===== src/rtl/adc_avg_frontend.sv =====
// adc_avg_frontend: block averager between the raw ADC and the tracking
// controller. Sums 2^AVG_LOG2 accepted samples, then presents the floor
// average on x with a one-cycle data_valid strobe. Flags clipped samples
// (overrange, aligned with data_valid) and a stalled ADC (timeout_err, sticky
// until enable drops).
//
// Optional build macro: ADC_AVG_OFFSET_EN adds input adc_offset. When it is
// defined, each accepted sample has the offset subtracted and the result
// saturated before accumulation.
//
// Ports:
//   clk          system clock
//   rst          synchronous reset, active-low
//   enable       run request
//   adc_valid    sample strobe
//   adc_sample   signed sample, SAMPLE_W bits
//   adc_offset   signed offset (ADC_AVG_OFFSET_EN only)
//   x            block average, sign-extended to OUT_W
//   data_valid   one-cycle strobe, x updated on the same edge
//   overrange    block contained a clipped sample
//   timeout_err  ADC stall detected
//   state_o      0 IDLE, 1 ACCUM, 2 FAULT
module adc_avg_frontend #(
  parameter int SAMPLE_W = 18,
  parameter int AVG_LOG2 = 4,
  parameter int OUT_W    = 36,
  parameter int TIMEOUT  = 1000
) (
  input  logic                clk,
  input  logic                rst,
  input  logic                enable,
  input  logic                adc_valid,
  input  logic [SAMPLE_W-1:0] adc_sample,
`ifdef ADC_AVG_OFFSET_EN
  input  logic [SAMPLE_W-1:0] adc_offset,
`endif
  output logic [OUT_W-1:0]    x,
  output logic                data_valid,
  output logic                overrange,
  output logic                timeout_err,
  output logic [1:0]          state_o
);

  localparam int unsigned ACC_W = SAMPLE_W + AVG_LOG2;
  localparam int unsigned CNT_W = AVG_LOG2;
  localparam int unsigned WD_W  = $clog2(TIMEOUT + 1);
  localparam logic [SAMPLE_W-1:0] S_MAX = {1'b0, {(SAMPLE_W-1){1'b1}}};
  localparam logic [SAMPLE_W-1:0] S_MIN = {1'b1, {(SAMPLE_W-1){1'b0}}};

  typedef enum logic [1:0] {
    ST_IDLE  = 2'd0,
    ST_ACCUM = 2'd1,
    ST_FAULT = 2'd2
  } state_t;

  state_t             state_q;
  logic [ACC_W-1:0]   acc_q;
  logic [CNT_W-1:0]   cnt_q;
  logic [WD_W-1:0]    wdog_q;
  logic               ovr_q;
  logic [OUT_W-1:0]   x_q;
  logic               dv_q;
  logic               overrange_q;
  logic               timeout_q;

  logic               clip_d;
  logic [SAMPLE_W-1:0] samp_d;
  logic [ACC_W-1:0]   acc_sum_d;
  logic [SAMPLE_W-1:0] avg_d;
  logic [OUT_W-1:0]   x_d;

  // Clip detection always looks at the raw converter code.
  assign clip_d = (adc_sample == S_MAX) || (adc_sample == S_MIN);

`ifdef ADC_AVG_OFFSET_EN
  // Offset subtraction in one extra bit, then saturate back to SAMPLE_W.
  logic [SAMPLE_W:0] diff_d;
  assign diff_d = {adc_sample[SAMPLE_W-1], adc_sample} - {adc_offset[SAMPLE_W-1], adc_offset};
  always_comb begin
    samp_d = diff_d[SAMPLE_W-1:0];
    if (diff_d[SAMPLE_W] != diff_d[SAMPLE_W-1]) begin
      samp_d = diff_d[SAMPLE_W] ? S_MIN : S_MAX;
    end
  end
`else
  assign samp_d = adc_sample;
`endif

  assign acc_sum_d = acc_q + {{AVG_LOG2{samp_d[SAMPLE_W-1]}}, samp_d};
  // Dropping the low bits of a two's-complement sum is a floor divide.
  assign avg_d = acc_sum_d[ACC_W-1:AVG_LOG2];
  assign x_d   = {{(OUT_W-SAMPLE_W){avg_d[SAMPLE_W-1]}}, avg_d};

  // Control FSM with accumulator, counter, watchdog and registered outputs.
  always_ff @(posedge clk) begin
    if (!rst) begin
      state_q     <= ST_IDLE;
      acc_q       <= '0;
      cnt_q       <= '0;
      wdog_q      <= '0;
      ovr_q       <= 1'b0;
      x_q         <= '0;
      dv_q        <= 1'b0;
      overrange_q <= 1'b0;
      timeout_q   <= 1'b0;
    end else begin
      dv_q <= 1'b0;
      case (state_q)
        ST_IDLE: begin
          acc_q  <= '0;
          cnt_q  <= '0;
          wdog_q <= '0;
          ovr_q  <= 1'b0;
          if (enable) state_q <= ST_ACCUM;
        end
        ST_ACCUM: begin
          if (!enable) begin
            state_q <= ST_IDLE;
            acc_q   <= '0;
            cnt_q   <= '0;
            wdog_q  <= '0;
            ovr_q   <= 1'b0;
          end else if (adc_valid) begin
            wdog_q <= '0;
            if (&cnt_q) begin
              x_q         <= x_d;
              overrange_q <= ovr_q | clip_d;
              dv_q        <= 1'b1;
              acc_q       <= '0;
              cnt_q       <= '0;
              ovr_q       <= 1'b0;
            end else begin
              acc_q <= acc_sum_d;
              cnt_q <= cnt_q + CNT_W'(1);
              ovr_q <= ovr_q | clip_d;
            end
          end else if (wdog_q == WD_W'(TIMEOUT - 1)) begin
            // This edge is the TIMEOUT-th idle clock: abandon the block.
            state_q   <= ST_FAULT;
            timeout_q <= 1'b1;
            acc_q     <= '0;
            cnt_q     <= '0;
            wdog_q    <= '0;
            ovr_q     <= 1'b0;
          end else begin
            wdog_q <= wdog_q + WD_W'(1);
          end
        end
        ST_FAULT: begin
          timeout_q <= 1'b1;
          if (!enable) begin
            state_q   <= ST_IDLE;
            timeout_q <= 1'b0;
          end
        end
        default: begin
          state_q <= ST_IDLE;
          acc_q   <= '0;
          cnt_q   <= '0;
          wdog_q  <= '0;
          ovr_q   <= 1'b0;
        end
      endcase
    end
  end

  assign x           = x_q;
  assign data_valid  = dv_q;
  assign overrange   = overrange_q;
  assign timeout_err = timeout_q;
  assign state_o     = state_q;

endmodule

===== config.mk =====
export PLATFORM = sky130hd
export DESIGN_NAME = adc_avg_frontend
export DESIGN_NICKNAME = d
export VERILOG_FILES = /design/src/rtl/adc_avg_frontend.sv
export SDC_FILE = /design/constraint.sdc
export NUM_CORES = 1
export LEC_CHECK = 0
export CELL_PAD_IN_SITES_DETAIL_PLACEMENT = 0
export CELL_PAD_IN_SITES_GLOBAL_PLACEMENT = 2
export CORE_MARGIN = 2
export CORE_UTILIZATION = 32
export CTS_CLUSTER_SIZE = 16
export DETAILED_ROUTE_END_ITERATION = 10
export PLACE_DENSITY = 0.77
export RECOVER_POWER = 25
export SLEW_MARGIN = 20
export SYNTH_ARGS = -nofsm -noshare
export SYNTH_HDL_FRONTEND = slang
export SYNTH_SLANG_ARGS = --single-unit

===== constraint.sdc =====
create_clock -name clk -period 3 [get_ports clk]
set_clock_uncertainty 0.1 [all_clocks]
set_input_delay 0.45 -clock clk [delete_from_list [all_inputs] [get_ports clk]]
set_output_delay 0.45 -clock clk [all_outputs]
set_load 0.05 [all_outputs]

Yosys cells after proc, flatten, opt, wreduce, memory -nomap -nowiden. Cells that the tools add are included.

Add/subtract/negate cells: 3. Equality and inequality tests: 13. Mux-type cells: 31. Bitwise logic cells: 2. Reduce and logical (&&, ||, !) cells: 9.

Operators with widths (number): $mux W22 (4); $pmux W22 S2 (1); $mux W10 (3); $add A22 B22 Y22 (1); $pmux W10 S2 (1); $eq A18 B17 Y1 const B (1); $eq A18 B18 Y1 const B (1); $mux W4 (4); $reduce_and A4 Y1 (4); $add A10 B1 Y10 const B (1); $eq A10 B10 Y1 const B (1); $mux W2 (5); $ne A2 B2 Y1 const B (5); $mux W1 (9); $pmux W4 S2 (1); $reduce_and A7 Y1 (1); $ne A3 B3 Y1 const B (2); $pmux W2 S3 (1); $add A4 B1 Y4 const B (1); $ne A4 B4 Y1 const B (1); $pmux W1 S2 (2); $eq A2 B1 Y1 const B (1); $eq A2 B2 Y1 const B (1); $logic_not A2 Y1 (1); other kinds (5) (5).

Register bits after elaboration: 60. Input port bits: 22. Output and inout port bits: 41. Word-level logic and storage cells: 67.

Depth between registers and ports, before layout.
Word-level depth: 7. Mapped depth: 10. Mapped depth without buffers: 9.

Worst setup path after synthesis. OpenSTA, ideal clock, no wires.

Path type: input -> register. Start: in adc_sample[0]. End: reg x_q[10] (netlist: x[10]). Setup time: 0.116 ns. Arrival time: 2.363 ns. Data required time: 2.784 ns. Setup slack: 0.421 ns. Stages on the path: 9. Path buffers: 0. Path through: ha_1 -> fa_1 -> a21o_1 -> a31oi_1 -> or3_1 -> a21oi_1 -> o41a_1 -> mux2i_1 -> a31o_2.

Longest elaborated chain between the ends: 1.

Ends and longest elaborated chain: from (decl) (line 33) `input logic [SAMPLE_W-1:0] adc_sample,`; $add A22 B22 Y22 (line 89) `assign acc_sum_d = acc_q + {{AVG_LOG2{samp_d[SAMPLE_W-1]}}, samp_d};`; to (signal assigned) (line 102) `x_q <= '0;`; to (signal assigned) (line 126) `x_q <= x_d;`; to (decl) (line 61) `logic [OUT_W-1:0] x_q;`.

No other way between the ends. A chain may end at the register's enable or synchronous reset.

Worst setup path in the final report. Same ends and word-level chain as after synthesis.

==> key figures <==
Outcome
  – Status: completed

Layout
  – N_diodes: 0
  – Post-Layout Cell Count: 648
  – Fill count: 1119
  – Area grow syn2layout: 32.1%
  – # nets final: 549
  – Layout cell share with drive strength beyond 1: 14.2%

Hold path
  – Hold crit path type: register to register
  – WHS Path Cells: 2
  – Hold Startpoint: x[16]$_SDFFE_PN0P_
  – Hold EP: x[16]$_SDFFE_PN0P_

Logic synthesis
  – Yosys top cell by area: dfxtp_1
  – Commonest cells in the netlist: 60 x dfxtp_1, 51 x nand2_1, 23 x a21oi_1, 23 x ha_1, 23 x o21ai_0
  – Syn_area_per_cell: 8.50 um2
  – Post-synth ARST share: 0%
  – Sequential area share after synthesis: 33.6%
  – Post-synth top area share: 33.6%
  – Ys Warns: 0
  – Count leader, synth: dfxtp_1
  – Primary FF master, synth: dfxtp_1
  – Yosys cell types: 63
  – Mapped cell area: 3580 um2
  – FF+latch count, synth: 60
  – Synth area leaders: dfxtp_1 34%, ha_1 8.0%, nand2_1 5.3%
  – EDFF count, synth: 0
  – Mapped Nets: 467
  – Post-Synthesis Cells: 421

Power and ir drop
  – Switch Pwr: 435 uW
  – LEAKAGE: 0.00197 uW
  – Comb pwr share: 10.5%
  – Flop pwr share: 44.2%
  – Clock network fraction of design power: 45.3%
  – Sw Ratio: 23.9%
  – PD cells: 385 nW/um2
  – Internal power: 1380 uW
  – Pwr Total: 1820 uW
  – IR drop worst, VDD: 0.000204 V

Setup path
  – CP startpoint kind: input port
  – Crit Reg-Reg Endpoint: x[10]$_SDFFE_PN0P_
  – Crit Path Max Fanout: 4
  – CP arrival: 2.98 ns
  – Crit path max-delay cell type: clkdlybuf4s50_1
  – R2R Setup Slk: 0.43 ns
  – Reg2reg path depth: 10
  – Critical Path RT: 3.15 ns
  – CP cell instances: clkdlybuf4s50_1 -> ha_1 -> fa_1 -> a21o_1 -> a31oi_1 -> buf_4 -> or3_1 -> a21oi_1 -> o41a_1 -> mux2i_1 -> a31o_2
  – Worst Setup End Kind: register
  – R2R Path Start: acc_q[0]$_SDFFE_PN0P_
  – Delay of the slowest critical-path stage: 0.45 ns
  – Critical path class: input port to register

Flow run
  – Max Cap Viol: 0

STA
  – Final setup viols: 0
  – Final Max Slew Viols: 0
  – Crit path time final: 2.83 ns
  – Setup tns final: 0 ns
  – Worst hold slack: 0.360 ns
  – Final Hold Vio Count: 0
  – Worst relative slew slack: 21.9%
  – Max Clock Freq: 353 MHz
  – Slew @ Worst Pin: 1.17 ns
  – Final period utilization: 94.5%
  – Setup ws final: 0.165 ns
  – RSZ-0062 raised after global routing: false

Placed design
  – Port bufs: 62
  – GPL Wtd Cong: 0.850
  – Cells after DPL: 632
  – Setup WS pre-CTS: -0.174 ns
  – Half-perimeter wire length after detailed placement: 7.51 mm

Clock tree
  – Postcts setup bufs: 0
  – Clk sink count: 60
  – H-tree levels: 3
  – Num CTS Buffers: 9
  – TritonCTS clock tree: yes
  – CTS Buffer Depth: 2
  – CTS clk-pin slew, worst paths: 0.07 ns
  – CTS root buf: clkbuf_8
  – Worst skew pair latency: 0.35 ns
  – CTS Hold Bufs: 0
  – CTS resizes: 0

Global routing
  – Pin count of the biggest net entering global routing: 28
  – Vias in the first global route: 3115
  – Gr usage total: 17.2%
  – Overflow after GRT: 0
  – Initial antenna violation count: 0
  – First-pass GRT wire length: 15.6 mm

Route
  – Initial DRC count: 121
  – Vias per std cell: 5.03
  – Via count: 3257
  – Antenna viol nets, final: 0
  – Drt first pass iters: 4
  – Drt drc: 0
  – Final WL: 9.73 mm
  – Avg WL per Cell: 15.0 um

Floorplanning
  – Starting Density: 32.9%
  – Core area: 10900 um2
  – Chip Height: 110 um
  – Die W: 110 um
  – Io pins: 63
  – Std-Cell Rows: 38
  – Die area: 12000 um2
## how the worst max path moves through the flow
stage,from,end,cells after the start
4_1_cts,adc_sample[0],x[10]$_SDFFE_PN0P_,11
5_1_grt,adc_sample[0],acc_q[21]$_SDFFE_PN0P_,11
3_5_place_dp,adc_sample[0],x[10]$_SDFFE_PN0P_,11
2_1_floorplan,adc_sample[0],x[10]$_SDFFE_PN0P_,9
6_report,adc_sample[0],x[10]$_SDFFE_PN0P_,11
3_3_place_gp,adc_sample[0],x[10]$_SDFFE_PN0P_,11
## cell families (layout without fill, tap and decap cells)
group,count (synthesis),in the layout,synth area share (%)
xor+xnor,26,26,6.75
flops,60,60,33.6
buf+inv,49,136,7.23
compound gates,117,117,23.3
fa+ha+maj,24,24,8.60
mux,1,1,0.280
simple gates,144,144,20.2
## area by class of cell
cell class	count	area (um2)	area share [%]
clock buffer	12	145	3.07
tap	140	175	3.70
inverter	10	37.5	0.794
multi-input combinational	312	2120	44.8
timing repair buffer	110	977	20.7
sequential	60	1200	25.4
clock inverter	4	72.6	1.53
## power groups by stage
stage                     clock [uW]  combinational (uW)  sequential [uW]
after global placement             0                 191              822
after CTS                        853                 193              804
after global routing             891                 209              804
after detailed placement           0                 193              822
after floorplan                    0                94.6              824
final                            824                 192              804
## through the flow
stage | util [%] | cell area, um2
final | 43.4 | 4730
after global placement | 41.5 | 4510
after detailed placement | 41.5 | 4510
after floorplan | - | 3580
after global routing | 43.4 | 4730
after CTS | 43.5 | 4730
## layout by cell type, fill, tap and decap left out, types with 3 or more instances in the layout
cell type	synthesis	routed
dfxtp_1	60	60
nand2_1	51	51
buf_4	18	47
clkdlybuf4s50_1	0	43
a21oi_1	23	23
o21ai_0	23	23
ha_1	23	23
nor2_1	21	21
dlygate4sd3_1	0	19
nand3_1	15	15
xnor2_1	15	15
a22o_1	15	15
nand4_1	13	13
a21boi_0	12	12
inv_1	10	10
xor2_1	10	10
clkbuf_8	0	10
and3_1	8	8
a21o_1	7	7
nor4_1	6	6
nor2b_1	5	5
a31oi_1	5	5
nor3_1	4	4
nand2b_1	3	3
and2_1	4	3
a211oi_1	3	3
clkbuf_1	14	3
## worst max-delay path: cells and delay by family
family | cells | cell delay [ns]
AOI/OAI and AO/OA | 5 | 1.06
adders and majority gates | 2 | 0.63
buffers and inverters | 2 | 0.60
muxes | 1 | 0.13
and+or+nand+nor | 1 | 0.11
## state kept, by name (all words and copies together), names as in the netlist
name	cells
wdog_q	10
timeout_err	1
x	18
acc_q	22
state_o	2
data_valid	1
ovr_q	1
cnt_q	4
overrange	1
## per-layer routing
metal  share of wire [%]  wire length [um]  global-route usage (%)
met4                 1.9               189                    7.59
met2                  45              4400                    26.8
met5                   0                 0                       0
met1                  50              4910                    22.9
met3                 2.4               229                    3.38
Note: power is estimated with default switching activity, not from simulation.
